==> config.mk <==
export PLATFORM = sky130hd
export DESIGN_NAME = udma_eth_frame_cfg_mch
export DESIGN_NICKNAME = d
export VERILOG_FILES = /design/src/rtl/udma_eth_frame_pkg.sv /design/src/rtl/udma_eth_frame_ch_ctrl.sv /design/src/rtl/udma_eth_frame_cfg_mch.sv
export SDC_FILE = /design/constraint.sdc
export NUM_CORES = 1
export LEC_CHECK = 0
export CAP_MARGIN = 20
export CELL_PAD_IN_SITES_DETAIL_PLACEMENT = 1
export CELL_PAD_IN_SITES_GLOBAL_PLACEMENT = 1
export CORE_MARGIN = 1
export CORE_UTILIZATION = 41
export DETAILED_ROUTE_END_ITERATION = 12
export PLACE_DENSITY = 0.79
export SKIP_CTS_REPAIR_TIMING = 1
export SYNTH_ARGS = -nofsm -noshare
export SYNTH_HDL_FRONTEND = slang
export SYNTH_SLANG_ARGS = --single-unit
==> constraint.sdc <==
create_clock -name clk_i -period 2.9 [get_ports clk_i]
set_input_delay 0.725 -clock clk_i [delete_from_list [all_inputs] [get_ports clk_i]]
set_output_delay 0.725 -clock clk_i [all_outputs]
set_load 0.03 [all_outputs]
==> src/rtl/udma_eth_frame_pkg.sv <==
// Shared register map, bit positions and launch-state encoding for the
// multi-channel uDMA Ethernet-frame configuration block.
package udma_eth_frame_pkg;

    localparam logic [1:0] REG_SADDR  = 2'd0;
    localparam logic [1:0] REG_SIZE   = 2'd1;
    localparam logic [1:0] REG_CFG    = 2'd2;
    localparam logic [1:0] REG_STATUS = 2'd3;

    localparam int CFG_CONT_BIT   = 0;
    localparam int CFG_QUEUED_BIT = 3;
    localparam int CFG_EN_BIT     = 4;
    localparam int CFG_CLR_BIT    = 6;

    localparam int ST_DONE_BIT  = 0;
    localparam int ST_OVF_BIT   = 1;
    localparam int ST_IRQEN_BIT = 8;

    typedef enum logic [1:0] {
        ST_IDLE  = 2'd0,
        ST_RUN   = 2'd1,
        ST_RUN_Q = 2'd2
    } launch_state_e;

endpackage

==> src/rtl/udma_eth_frame_ch_ctrl.sv <==
// One channel: staging/queue/active registers, sticky status and the
// IDLE/RUN/RUN_Q launch state machine.
module udma_eth_frame_ch_ctrl
    import udma_eth_frame_pkg::*;
#(
    parameter int L2_AWIDTH_NOAL = 12,
    parameter int TRANS_SIZE     = 16
) (
    input  logic                      clk_i,
    input  logic                      rstn_i,
    input  logic                      wr_i,
    input  logic [1:0]                reg_i,
    input  logic [31:0]               wdata_i,
    input  logic                      en_i,
    output logic [L2_AWIDTH_NOAL-1:0] startaddr_o,
    output logic [TRANS_SIZE-1:0]     size_o,
    output logic                      continuous_o,
    output logic                      en_o,
    output logic                      clr_o,
    output logic                      irq_o,
    output logic                      queued_o,
    output logic                      cont_stg_o,
    output logic                      done_o,
    output logic                      ovf_o,
    output logic                      irq_en_o
);

    launch_state_e             state_q;
    logic [L2_AWIDTH_NOAL-1:0] saddr_stg_q, saddr_qd_q, saddr_act_q;
    logic [TRANS_SIZE-1:0]     size_stg_q, size_qd_q, size_act_q;
    logic                      cont_stg_q, cont_qd_q, cont_act_q;
    logic                      en_q, clr_q, inflight_q, en_prev_q;
    logic                      done_q, ovf_q, irq_en_q, irq_q;

    logic wr_saddr, wr_size, wr_cfg, wr_st, en_req, clr_req, busy, cont_new;
    logic done_d, ovf_d, irq_en_d;
    logic unused_wdata;

    assign wr_saddr = wr_i && (reg_i == REG_SADDR);
    assign wr_size  = wr_i && (reg_i == REG_SIZE);
    assign wr_cfg   = wr_i && (reg_i == REG_CFG);
    assign wr_st    = wr_i && (reg_i == REG_STATUS);
    // A clear in the same write as an enable suppresses the enable.
    assign clr_req  = wr_cfg && wdata_i[CFG_CLR_BIT];
    assign en_req   = wr_cfg && wdata_i[CFG_EN_BIT] && !wdata_i[CFG_CLR_BIT];
    assign cont_new = wr_cfg ? wdata_i[CFG_CONT_BIT] : cont_stg_q;
    assign busy     = en_i | inflight_q;

    // Set has priority over write-1-to-clear.
    assign done_d   = (done_q & ~(wr_st & wdata_i[ST_DONE_BIT])) | (en_prev_q & ~en_i);
    assign ovf_d    = (ovf_q & ~(wr_st & wdata_i[ST_OVF_BIT])) | (en_req && state_q == ST_RUN_Q);
    assign irq_en_d = wr_st ? wdata_i[ST_IRQEN_BIT] : irq_en_q;
    assign unused_wdata = ^wdata_i;

    always_ff @(posedge clk_i or negedge rstn_i) begin
        if (!rstn_i) begin
            state_q     <= ST_IDLE;
            saddr_stg_q <= '0;
            saddr_qd_q  <= '0;
            saddr_act_q <= '0;
            size_stg_q  <= '0;
            size_qd_q   <= '0;
            size_act_q  <= '0;
            cont_stg_q  <= 1'b0;
            cont_qd_q   <= 1'b0;
            cont_act_q  <= 1'b0;
            en_q        <= 1'b0;
            clr_q       <= 1'b0;
            inflight_q  <= 1'b0;
            en_prev_q   <= 1'b0;
            done_q      <= 1'b0;
            ovf_q       <= 1'b0;
            irq_en_q    <= 1'b0;
            irq_q       <= 1'b0;
        end else begin
            en_q      <= 1'b0;
            clr_q     <= clr_req;
            en_prev_q <= en_i;
            done_q    <= done_d;
            ovf_q     <= ovf_d;
            irq_en_q  <= irq_en_d;
            irq_q     <= done_d & irq_en_d;
            if (wr_saddr) saddr_stg_q <= wdata_i[L2_AWIDTH_NOAL-1:0];
            if (wr_size)  size_stg_q  <= wdata_i[TRANS_SIZE-1:0];
            if (wr_cfg)   cont_stg_q  <= wdata_i[CFG_CONT_BIT];
            if (en_i)     inflight_q  <= 1'b0;

            if (clr_req) begin
                state_q    <= ST_IDLE;
                inflight_q <= 1'b0;
            end else begin
                case (state_q)
                    ST_IDLE: if (en_req) begin
                        saddr_act_q <= saddr_stg_q;
                        size_act_q  <= size_stg_q;
                        cont_act_q  <= cont_new;
                        en_q        <= 1'b1;
                        inflight_q  <= 1'b1;
                        state_q     <= ST_RUN;
                    end
                    ST_RUN: if (en_req) begin
                        saddr_qd_q <= saddr_stg_q;
                        size_qd_q  <= size_stg_q;
                        cont_qd_q  <= cont_new;
                        state_q    <= ST_RUN_Q;
                    end else if (!busy) begin
                        state_q <= ST_IDLE;
                    end
                    ST_RUN_Q: if (!busy) begin
                        saddr_act_q <= saddr_qd_q;
                        size_act_q  <= size_qd_q;
                        cont_act_q  <= cont_qd_q;
                        en_q        <= 1'b1;
                        inflight_q  <= 1'b1;
                        state_q     <= ST_RUN;
                    end
                    default: state_q <= ST_IDLE;
                endcase
            end
        end
    end

    assign startaddr_o  = saddr_act_q;
    assign size_o       = size_act_q;
    assign continuous_o = cont_act_q;
    assign en_o         = en_q;
    assign clr_o        = clr_q;
    assign irq_o        = irq_q;
    assign queued_o     = (state_q == ST_RUN_Q);
    assign cont_stg_o   = cont_stg_q;
    assign done_o       = done_q;
    assign ovf_o        = ovf_q;
    assign irq_en_o     = irq_en_q;

endmodule

==> src/rtl/udma_eth_frame_cfg_mch.sv <==
// Multi-channel uDMA Ethernet-frame cfg register file: address decode,
// read mux and one ch_ctrl instance per channel.
module udma_eth_frame_cfg_mch
    import udma_eth_frame_pkg::*;
#(
    parameter int L2_AWIDTH_NOAL = 12,
    parameter int TRANS_SIZE     = 16,
    parameter int N_CH           = 2
) (
    input  logic                                 clk_i,
    input  logic                                 rstn_i,
    input  logic [31:0]                          cfg_data_i,
    input  logic [4:0]                           cfg_addr_i,
    input  logic                                 cfg_valid_i,
    input  logic                                 cfg_rwn_i,
    output logic [31:0]                          cfg_data_o,
    output logic                                 cfg_ready_o,
    output logic [N_CH-1:0][L2_AWIDTH_NOAL-1:0]  cfg_startaddr_o,
    output logic [N_CH-1:0][TRANS_SIZE-1:0]      cfg_size_o,
    output logic [N_CH-1:0]                      cfg_continuous_o,
    output logic [N_CH-1:0]                      cfg_en_o,
    output logic [N_CH-1:0]                      cfg_clr_o,
    input  logic [N_CH-1:0]                      cfg_en_i,
    input  logic [N_CH-1:0]                      cfg_pending_i,
    input  logic [N_CH-1:0][L2_AWIDTH_NOAL-1:0]  cfg_curr_addr_i,
    input  logic [N_CH-1:0][TRANS_SIZE-1:0]      cfg_bytes_left_i,
    output logic [N_CH-1:0]                      irq_o
);

    logic [2:0]      ch_sel;
    logic [1:0]      reg_sel;
    logic [N_CH-1:0] queued, cont_stg, done, ovf, irq_en;

    assign ch_sel      = cfg_addr_i[4:2];
    assign reg_sel     = cfg_addr_i[1:0];
    assign cfg_ready_o = 1'b1;

    for (genvar g = 0; g < N_CH; g++) begin : g_ch
        udma_eth_frame_ch_ctrl #(
            .L2_AWIDTH_NOAL(L2_AWIDTH_NOAL),
            .TRANS_SIZE    (TRANS_SIZE)
        ) u_ch (
            .clk_i       (clk_i),
            .rstn_i      (rstn_i),
            .wr_i        (cfg_valid_i && !cfg_rwn_i && (ch_sel == 3'(g))),
            .reg_i       (reg_sel),
            .wdata_i     (cfg_data_i),
            .en_i        (cfg_en_i[g]),
            .startaddr_o (cfg_startaddr_o[g]),
            .size_o      (cfg_size_o[g]),
            .continuous_o(cfg_continuous_o[g]),
            .en_o        (cfg_en_o[g]),
            .clr_o       (cfg_clr_o[g]),
            .irq_o       (irq_o[g]),
            .queued_o    (queued[g]),
            .cont_stg_o  (cont_stg[g]),
            .done_o      (done[g]),
            .ovf_o       (ovf[g]),
            .irq_en_o    (irq_en[g])
        );
    end

    // Unmatched channel indices fall through with the zero default.
    always_comb begin
        cfg_data_o = '0;
        for (int i = 0; i < N_CH; i++) begin
            if (cfg_valid_i && cfg_rwn_i && (ch_sel == 3'(i))) begin
                case (reg_sel)
                    REG_SADDR:  cfg_data_o = 32'(cfg_curr_addr_i[i]);
                    REG_SIZE:   cfg_data_o = 32'(cfg_bytes_left_i[i]);
                    REG_CFG:    cfg_data_o = {26'h0, cfg_pending_i[i], cfg_en_i[i],
                                              queued[i], 2'b00, cont_stg[i]};
                    default:    cfg_data_o = {23'h0, irq_en[i], 6'h0, ovf[i], done[i]};
                endcase
            end
        end
    end

endmodule

==> impl_summary.md, run 1 <==
STA
The final-report max-slew violation count came to 0. At the pin with the least slew margin, the transition time is between 700 and 800 ps. The highest clock rate is roughly 350 MHz. The least setup slack across all paths after layout is roughly 44 ps. Measured against its own limit, the worst slew margin works out to between 50% and 60%.

Setup repair after global routing left no endpoint under its margin. The part of the cycle the worst path needs is just under 100%. The post-route setup TNS is 0 ps. The post-route clock skew is around 11 ps. The clock period minus final worst setup slack is about 2900 ps. The number of hold violations in the final report is 0.

Setup violations remaining at the end of the flow were counted as 0.

Place
The estimated wirelength of the detail-placed design is between 15000 and 20000 µm. At the placement stage, the worst setup path has a slack of -633 ps. The area of placed instances is between 10000 and 15000 µm². Input and output buffers added on the ports amount to approximately 160. The final estimated routing congestion in global placement is slightly below 0.8.

Cells and area
The layout has 2216 filler cells. The area growth from synthesis to final layout is 31.4%. The net count of the finished layout is about 1000.

The fraction of layout cells with a size suffix above 1 is between 20% and 30%. The final standard cell area without fillers is 12000 µm². The antenna diode count is 0.

Floorplanning
The floorplan step defined a die boundary enclosing around 23000 µm². The area of the core is ~22000 µm². For this design the top-level I/O count stands at slightly below 200.

The initialized floorplan defines 54 standard-cell rows. The die is around 150 µm tall. The die is approximately 150 µm wide. The initial utilization of the core area, before any placement, comes to about two fifths.

Synthesis
The number of synthesized flops with an enable pin is 0. Of the post-synthesis cell area, the dominant cell type holds between 50% and 60%. The share of flip-flops with an asynchronous set or reset after synthesis is between 90% and 100%. The combinational family with the most area after synthesis is multiplexers. In the synthesized netlist, the cells that appear most often are sky130_fd_sc_hd__dfrtp_1, sky130_fd_sc_hd__nand2_1, sky130_fd_sc_hd__mux2_1. The fraction of the mapped netlist area in simple logic gates is 12.0%. The mapped netlist covers around 9100 µm². Yosys attributes the largest share of cell area to sky130_fd_sc_hd__dfrtp_1, sky130_fd_sc_hd__mux2_1, sky130_fd_sc_hd__mux2_4, sky130_fd_sc_hd__nand2_1, sky130_fd_sc_hd__mux2_2. The synthesized netlist devotes 0% of its cell area to adder and majority cells. Of the post-synthesis cell area, the part taken by muxes is approximately 27%.

The cell with the most instances after synthesis is sky130_fd_sc_hd__dfrtp_1. The largest total area in the synthesized netlist belongs to sky130_fd_sc_hd__dfrtp_1. For this run, the number of Yosys warnings is 0. The complex-gate fraction of the synthesized area is under 10%. The synthesized netlist contains 45 unique library cells.

The register bit count reported by yosys is around 190. The average cell area after synthesis is roughly 12 µm². The post-synthesis cell count is 749. The top flip-flop cell by instance count after synthesis is sky130_fd_sc_hd__dfrtp_1. The area share of xor/xnor cells in the synthesized design is 0%. The sequential share of the synthesized area is about 53%.

Critical path
The endpoint identified for the worst register-to-register timing path is g_ch[1].u_ch.startaddr_o[9]$_DFFE_PN0P_. The critical path's largest stage delay is 490 ps. The type of the worst setup path is input pin to output pin. The reg2reg setup slack is ~1000 ps.

The worst register-to-register path begins at g_ch[1].u_ch.state_q[0]$_DFFE_PN0P_. STA classifies the critical path startpoint as an input pin. The type of destination of the critical path is an output pin.

The critical path goes through clkdlybuf4s50_1 > mux4_2 > a22o_1 > dlymetal6s2s_1. Grouping stages by cell kind, the critical path spends the most delay in buffers and inverters. The data required time of the critical path is 2170 ps. Among all stages on the critical path, the largest delay is contributed by sky130_fd_sc_hd__mux4_2. The arrival time reported for the critical path endpoint is roughly 2100 ps. The depth of the worst register-to-register path is 5.

Of all nets on the critical path, the largest fanout is 1. The critical path contains buffers and inverters numbering 2 combined.

Power and ir drop
The internal power of the cells totals 4360 µW. In this run the power density over the cells is between 400 and 500 nW/µm². Sequential cells burn between 40% and 50% of the power. The standby leakage power is about 0.006 µW. Net switching is approximately 27% of the power. Across the VDD grid, the largest voltage drop is roughly 0.00037 V. The clock network accounts for about two fifths of the total power. The power share of the combinational group is around an eighth. Summed over all nets, the switching power comes to about 1600 µW. The completed layout was analyzed and its total power is roughly 6000 µW.

Drt
The detailed router finished its first iteration with 254 violations. The total via count after detailed routing is between 6000 and 7000. The total DRC errors in the routed layout is 0. The first detailed-routing pass took 4 iterations. In this run the remaining antenna-violating nets after routing total 0.

In the final routed layout, each cell accounts on average for between 20 and 25 µm. The aggregate routed wire length is about 25000 µm. The vias per cell is ~5.2.

Clock network
The number of clock sinks seen by CTS is roughly 190. The cell sitting at the root of the clock tree is a sky130_fd_sc_hd__clkbuf_16. Clock-pin slew was measured on the worst setup and hold paths at ~70 ps. CTS built an H-tree with a depth of 4. TritonCTS built the clock tree. The worst-skew pair later-pin latency is around 440 ps. The number of buffers created by CTS is 17. The maximum number of buffers from clock root to sink is 2.

Job
The number of maximum-capacitance constraint violations is 0.

GRT
The first-pass GRT wire length is 39300 µm. Global routing used between 20% and 30% of the available tracks. The via count of the first global-routing pass is roughly 6900.

The largest net degree at the start of global routing is 81. The remaining global-route overflow is 0. The initial antenna violation count is 1.

Min path
The class of the tightest hold or removal check is input pin to async pin.

Run status
The run finished with clean final reports.
worst max path at each step:
stage	from	endpoint	slack (ps)	cells after the start
2_1_floorplan	cfg_addr_i[3]	cfg_data_o[10]	-70	5
3_3_place_gp	cfg_addr_i[0]	cfg_data_o[0]	-590	4
3_5_place_dp	cfg_addr_i[0]	cfg_data_o[0]	-630	4
4_1_cts	cfg_addr_i[0]	cfg_data_o[0]	-630	4
5_1_grt	cfg_bytes_left_i[0]	cfg_data_o[0]	30	4
6_report	cfg_bytes_left_i[0]	cfg_data_o[0]	40	4
kinds of logic (layout without fill, tap and decap cells):
logic type	Yosys count	after routing
AO/OA/AOI/OAI	45	45
buffers and inverters	66	254
flip-flops	194	194
multiplexers	198	198
other	2	17
AND/OR/NAND/NOR	244	244
cells in the final DEF, fill, tap and decap left out, types with 8 or more instances in the layout:
cell,n
sky130_fd_sc_hd__clkdlybuf4s50_1,140
sky130_fd_sc_hd__clkbuf_16,17
sky130_fd_sc_hd__dfrtp_1,194
sky130_fd_sc_hd__mux2_4,57
sky130_fd_sc_hd__buf_4,54
sky130_fd_sc_hd__mux2_2,41
sky130_fd_sc_hd__nor2_1,18
sky130_fd_sc_hd__nand2_1,177
sky130_fd_sc_hd__conb_1,17
sky130_fd_sc_hd__a22oi_1,8
sky130_fd_sc_hd__dlymetal6s2s_1,8
sky130_fd_sc_hd__buf_12,10
sky130_fd_sc_hd__mux2_1,80
sky130_fd_sc_hd__mux2i_1,18
sequential cells by signal, indices dropped and copies added (netlist names), 4 cells and up:
| register | count |
|---|---|
| g_ch.u_ch.saddr_qd_q | 24 |
| g_ch.u_ch.saddr_stg_q | 24 |
| g_ch.u_ch.size_o | 32 |
| g_ch.u_ch.size_qd_q | 32 |
| g_ch.u_ch.size_stg_q | 32 |
| g_ch.u_ch.startaddr_o | 24 |
| g_ch.u_ch.state_q | 4 |
final cells by class:
cell class,count,area (µm²),area share (%)
clock buffers,18,439,3.67
clock inverters,14,121,1.01
inverters,2,7.51,0.0628
multi-input cells,504,3990,33.4
flip-flops and latches,194,4850,40.6
well taps,280,350,2.93
repair buffers,220,2200,18.4
through the flow:
step                      hold WS, ps  utilization (%)  instances
after global routing              359             54.8       1232
final                             307             54.8       1232
after global placement            470             51.7       1200
after CTS                         347             54.3       1232
after detailed placement          474             51.7       1200
after floorplan                   429                -        764
metal layers:
layer	vias up	wire length, µm	global-route usage [%]
li1	2905	-	-
met1	3333	10900	30.0
met2	128	12800	39.3
met3	46	667	3.31
met4	0	639	8.80
met5	-	0	0
power by group through the flow:
stage               registers (µW)  clock network, µW  logic, µW
floorplan                     3010                  0        351
global placement              2990                  0        720
detailed placement            3000                  0        746
CTS                           2950               2330        753
global route                  2970               2430        817
finish                        2950               2270        752
Note: power is estimated with default switching activity, not from simulation.
==> run 2, diff against run 1 <==
- ABC_AREA: not set -> 1
- CORE_UTILIZATION: 41 -> 37
- PLACE_DENSITY: 0.79 -> 0.78
==> run 2 against run 1 <==
Against the previous run: sequential share of layout area rose by 1.5 points; final cell count rose by 27%; fmax rose by 1.6%; clock-buffer cell count did not move; global-route usage fell by 0.65 points; sequential power barely moved; critical endpoint is now cfg_data_o[1].
==> impl_summary.md, run 2 <==
STA
The remaining max-slew budget at the tightest pin is 53.4%. The transition at the pin with the smallest max-transition slack is between 600 and 700 ps. Timing would allow up to about 360 MHz. Setup repair after global routing left no endpoint under its margin. The clock period could shrink to 2810 ps. The final-report max-slew violation count came to 0. Of the available clock period, the critical path in the final layout requires between 90% and 100%.

The final count of negative-setup-slack endpoints is 0. The post-route clock skew is around 9.5 ps. The number of hold violations in the final report is 0.

Place
Port buffering added around 160 buffers. At the end of routability-driven placement, the weighted congestion stood at 0.814. The wire-length estimate of the detail-placed layout is about 18000 µm. The area of placed instances is between 10000 and 15000 µm². The cell count after placement is about 1500.

GRT
The remaining global-route overflow is 0. The first-pass GRT wire length is 42500 µm. The via count of the first global-routing pass is 8028.

The largest net degree at the start of global routing is just under 70. The overall routing resource usage is 22.5%. The initial antenna violation count was 0.

Floorplanning
The site row count is 56. The die is 157 µm tall. The area of the core is between 20000 and 25000 µm². The number of placed I/O pins is a little under 200.

The full die area is between 20000 and 25000 µm². The initial utilization of the core area, before any placement, comes to 37.7%. The die is about 160 µm wide.

Power and ir drop
The worst-case vdd ir drop is approximately 0.00036 V. The standby leakage power is about 0.0057 µW. The power per standard cell area is approximately 540 nW/µm².

Net switching is between 20% and 30% of the power. The proportion of power drawn by the clock network is 36.2%. Cell internal power was estimated by the tool at 4410 µW. The net switching power is about 1800 µW. In this run, flip-flops and latches consume ~48% of the power. The share of total power dissipated in combinational logic is around 16%.

Cells and area
In the layout the commonest cells are sky130_fd_sc_hd__nand2_1, sky130_fd_sc_hd__dfrtp_1, sky130_fd_sc_hd__o21ai_0, sky130_fd_sc_hd__clkdlybuf4s50_1, sky130_fd_sc_hd__inv_1. 0 antenna diodes ended up in the layout. The final net count is roughly 1300. In the final layout, the share of cells above drive strength 1 is 10.4%. The area growth from synthesis to layout is 29.8%. The post-layout instance count excluding filler cells is about 1600. The final standard cell area without fillers is between 10000 and 15000 µm². The library cell used most frequently in the layout, excluding fill and tap cells, is sky130_fd_sc_hd__nand2_1.

The layout has around 2800 filler cells.

Synthesis
The area share of the leading cell type in the synthesized netlist is between 50 and 60%. Ranked by total cell area, the synthesized netlist is headed by sky130_fd_sc_hd__dfrtp_1, sky130_fd_sc_hd__nand2_1, sky130_fd_sc_hd__o21ai_0, sky130_fd_sc_hd__inv_1, sky130_fd_sc_hd__nand3_1. Yosys printed 0 warnings. The commonest cells after synthesis are sky130_fd_sc_hd__nand2_1, sky130_fd_sc_hd__dfrtp_1, sky130_fd_sc_hd__o21ai_0. The mapped cell area is between 8000 and 9000 µm².

In the synthesized netlist the dominant register cell turns out to be sky130_fd_sc_hd__dfrtp_1. Counting flops with a built-in enable in the synthesized netlist gives 0. For this run, the register share of the synthesized area comes to between 50% and 60%. The post-synthesis cell count is approximately 1100. sky130_fd_sc_hd__nand2_1 is the most common cell in the netlist. For this run, asynchronously set or reset flops after synthesis account for between 90% and 100%. The leading area contributor after synthesis is sky130_fd_sc_hd__dfrtp_1. The average cell area after synthesis is 8.31 µm². Synthesis instantiated 28 different standard cells from the library. The register bit count reported by yosys is approximately 190.

Clock network
CTS built an H-tree with a depth of 4. In this run the clock root is driven by a sky130_fd_sc_hd__clkbuf_16. The clock tree from TritonCTS is done. The longest clock path from root to sink contains 2 buffers. The number of buffers created by CTS is 17. The clock slew at the register clock pins of the worst setup and hold paths is around 70 ps. Clock latency on the worst-skew pair, taken at its later pin, is ~440 ps. CTS saw 194 sinks.

Critical path
The worst-path maximum fanout is 6. The type of the worst setup path is input pin to output pin. The type of destination of the critical path is an output pin. STA puts the critical path data required time at 2170 ps. For the worst setup path, the data arrival time is ~2100 ps. The kind of start point of the critical path is an input pin.

Drt
The final route contains roughly 7700 vias. After detailed routing, the total wire length is ~26000 µm. In the final routed layout, each cell accounts on average for between 15 and 20 µm. The remaining antenna violation count is 0.

For this run, the detailed router's first-pass iteration total came to 5. The total DRC errors in the routed layout is 0. The vias per cell is between 4 and 5. The first routing iteration left approximately 480 violations.

Run status
The run finished with clean final reports.

Job
Max-cap violations in this run came to 0.

Min path
The class of the tightest hold or removal check is input pin to async pin.
==> run 2: cells by family after synthesis <==
| family | count (synthesis) | share of synthesized area, % |
|---|---|---|
| buffers and inverters | 188 | 9.72 |
| flip-flops | 194 | 54.6 |
| other | 2 | 0.0845 |
| AO/OA/AOI/OAI | 232 | 14.6 |
| AND/OR/NAND/NOR | 453 | 21.0 |
==> run 2: worst max-delay path: stages <==
cell and delay, ps:
sky130_fd_sc_hd__clkdlybuf4s50_1 460, sky130_fd_sc_hd__nand4_1 160, sky130_fd_sc_hd__inv_2 70, sky130_fd_sc_hd__buf_4 140
sky130_fd_sc_hd__buf_4 150, sky130_fd_sc_hd__a22o_1 220, sky130_fd_sc_hd__buf_4 160
==> run 2: power by group through the flow <==
stage               Clock (µW)  Combinational [µW]  Sequential (µW)
floorplan                    0                 586             3000
global placement             0                 980             3010
detailed placement           0                1010             3020
CTS                       2300                1020             2970
global route              2400                1130             2990
finish                    2250                1000             2970
==> run 2: final timing paths <==
| kind | start | end | slack (ps) | depth (start not counted) |
|---|---|---|---|---|
| worst min register to register | g_ch[0].u_ch.startaddr_o[9]$_DFFE_PN0P_ | g_ch[0].u_ch.startaddr_o[9]$_DFFE_PN0P_ | 470 | 2 |
| worst max-delay path | cfg_valid_i | cfg_data_o[1] | 90 | 7 |
| max in group asynchronous | rstn_i | g_ch[0].u_ch.startaddr_o[9]$_DFFE_PN0P_ | 1800 | 2 |
| min in group clk_i | g_ch[0].u_ch.startaddr_o[9]$_DFFE_PN0P_ | g_ch[0].u_ch.startaddr_o[9]$_DFFE_PN0P_ | 470 | 2 |
| worst max register to register | g_ch[0].u_ch.state_q[0]$_DFFE_PN0P_ | g_ch[0].u_ch.startaddr_o[4]$_DFFE_PN0P_ | 570 | 8 |
| worst min-delay path | rstn_i | g_ch[0].u_ch.clr_o$_DFF_PN0_ | 300 | 1 |
==> run 2: routing by layer <==
layer	GRT usage (%)	part of all wire, %	vias to the layer above
li1	-	-	3709
met1	28.9	45	3804
met2	39.2	51	118
met3	3.14	2.3	30
met4	7.00	1.7	0
met5	0	0	-
==> run 2: layout make-up <==
| class | instances | area (µm²) | share of cell area [%] |
|---|---|---|---|
| flip-flops and latches | 194 | 4850 | 42.1 |
| multi-input cells | 702 | 3240 | 28.1 |
| repair buffers | 212 | 2090 | 18.2 |
| clock buffers | 18 | 439 | 3.81 |
| well taps | 319 | 399 | 3.46 |
| inverters | 103 | 387 | 3.35 |
| clock inverters | 14 | 119 | 1.03 |
==> run 2: through the flow <==
stage          hold WS, ps  setup TNS, ps  total power, µW  util (%)  setup WS, ps
6_report               296              0             6230      49.0          90.3
4_1_cts                307          -1440             6290      48.8          -164
3_3_place_gp           452           -722             3990      46.4          -109
3_5_place_dp           460          -1160             4030      46.4          -147
5_1_grt                329              0             6510      49.0          13.2
2_1_floorplan          429              0             3580         -           145
==> run 3, diff against run 2 <==
- SLEW_MARGIN: not set -> 15
==> results of run 3 <==
The final DEF is identical to that of run 2; final timing and power are the same.
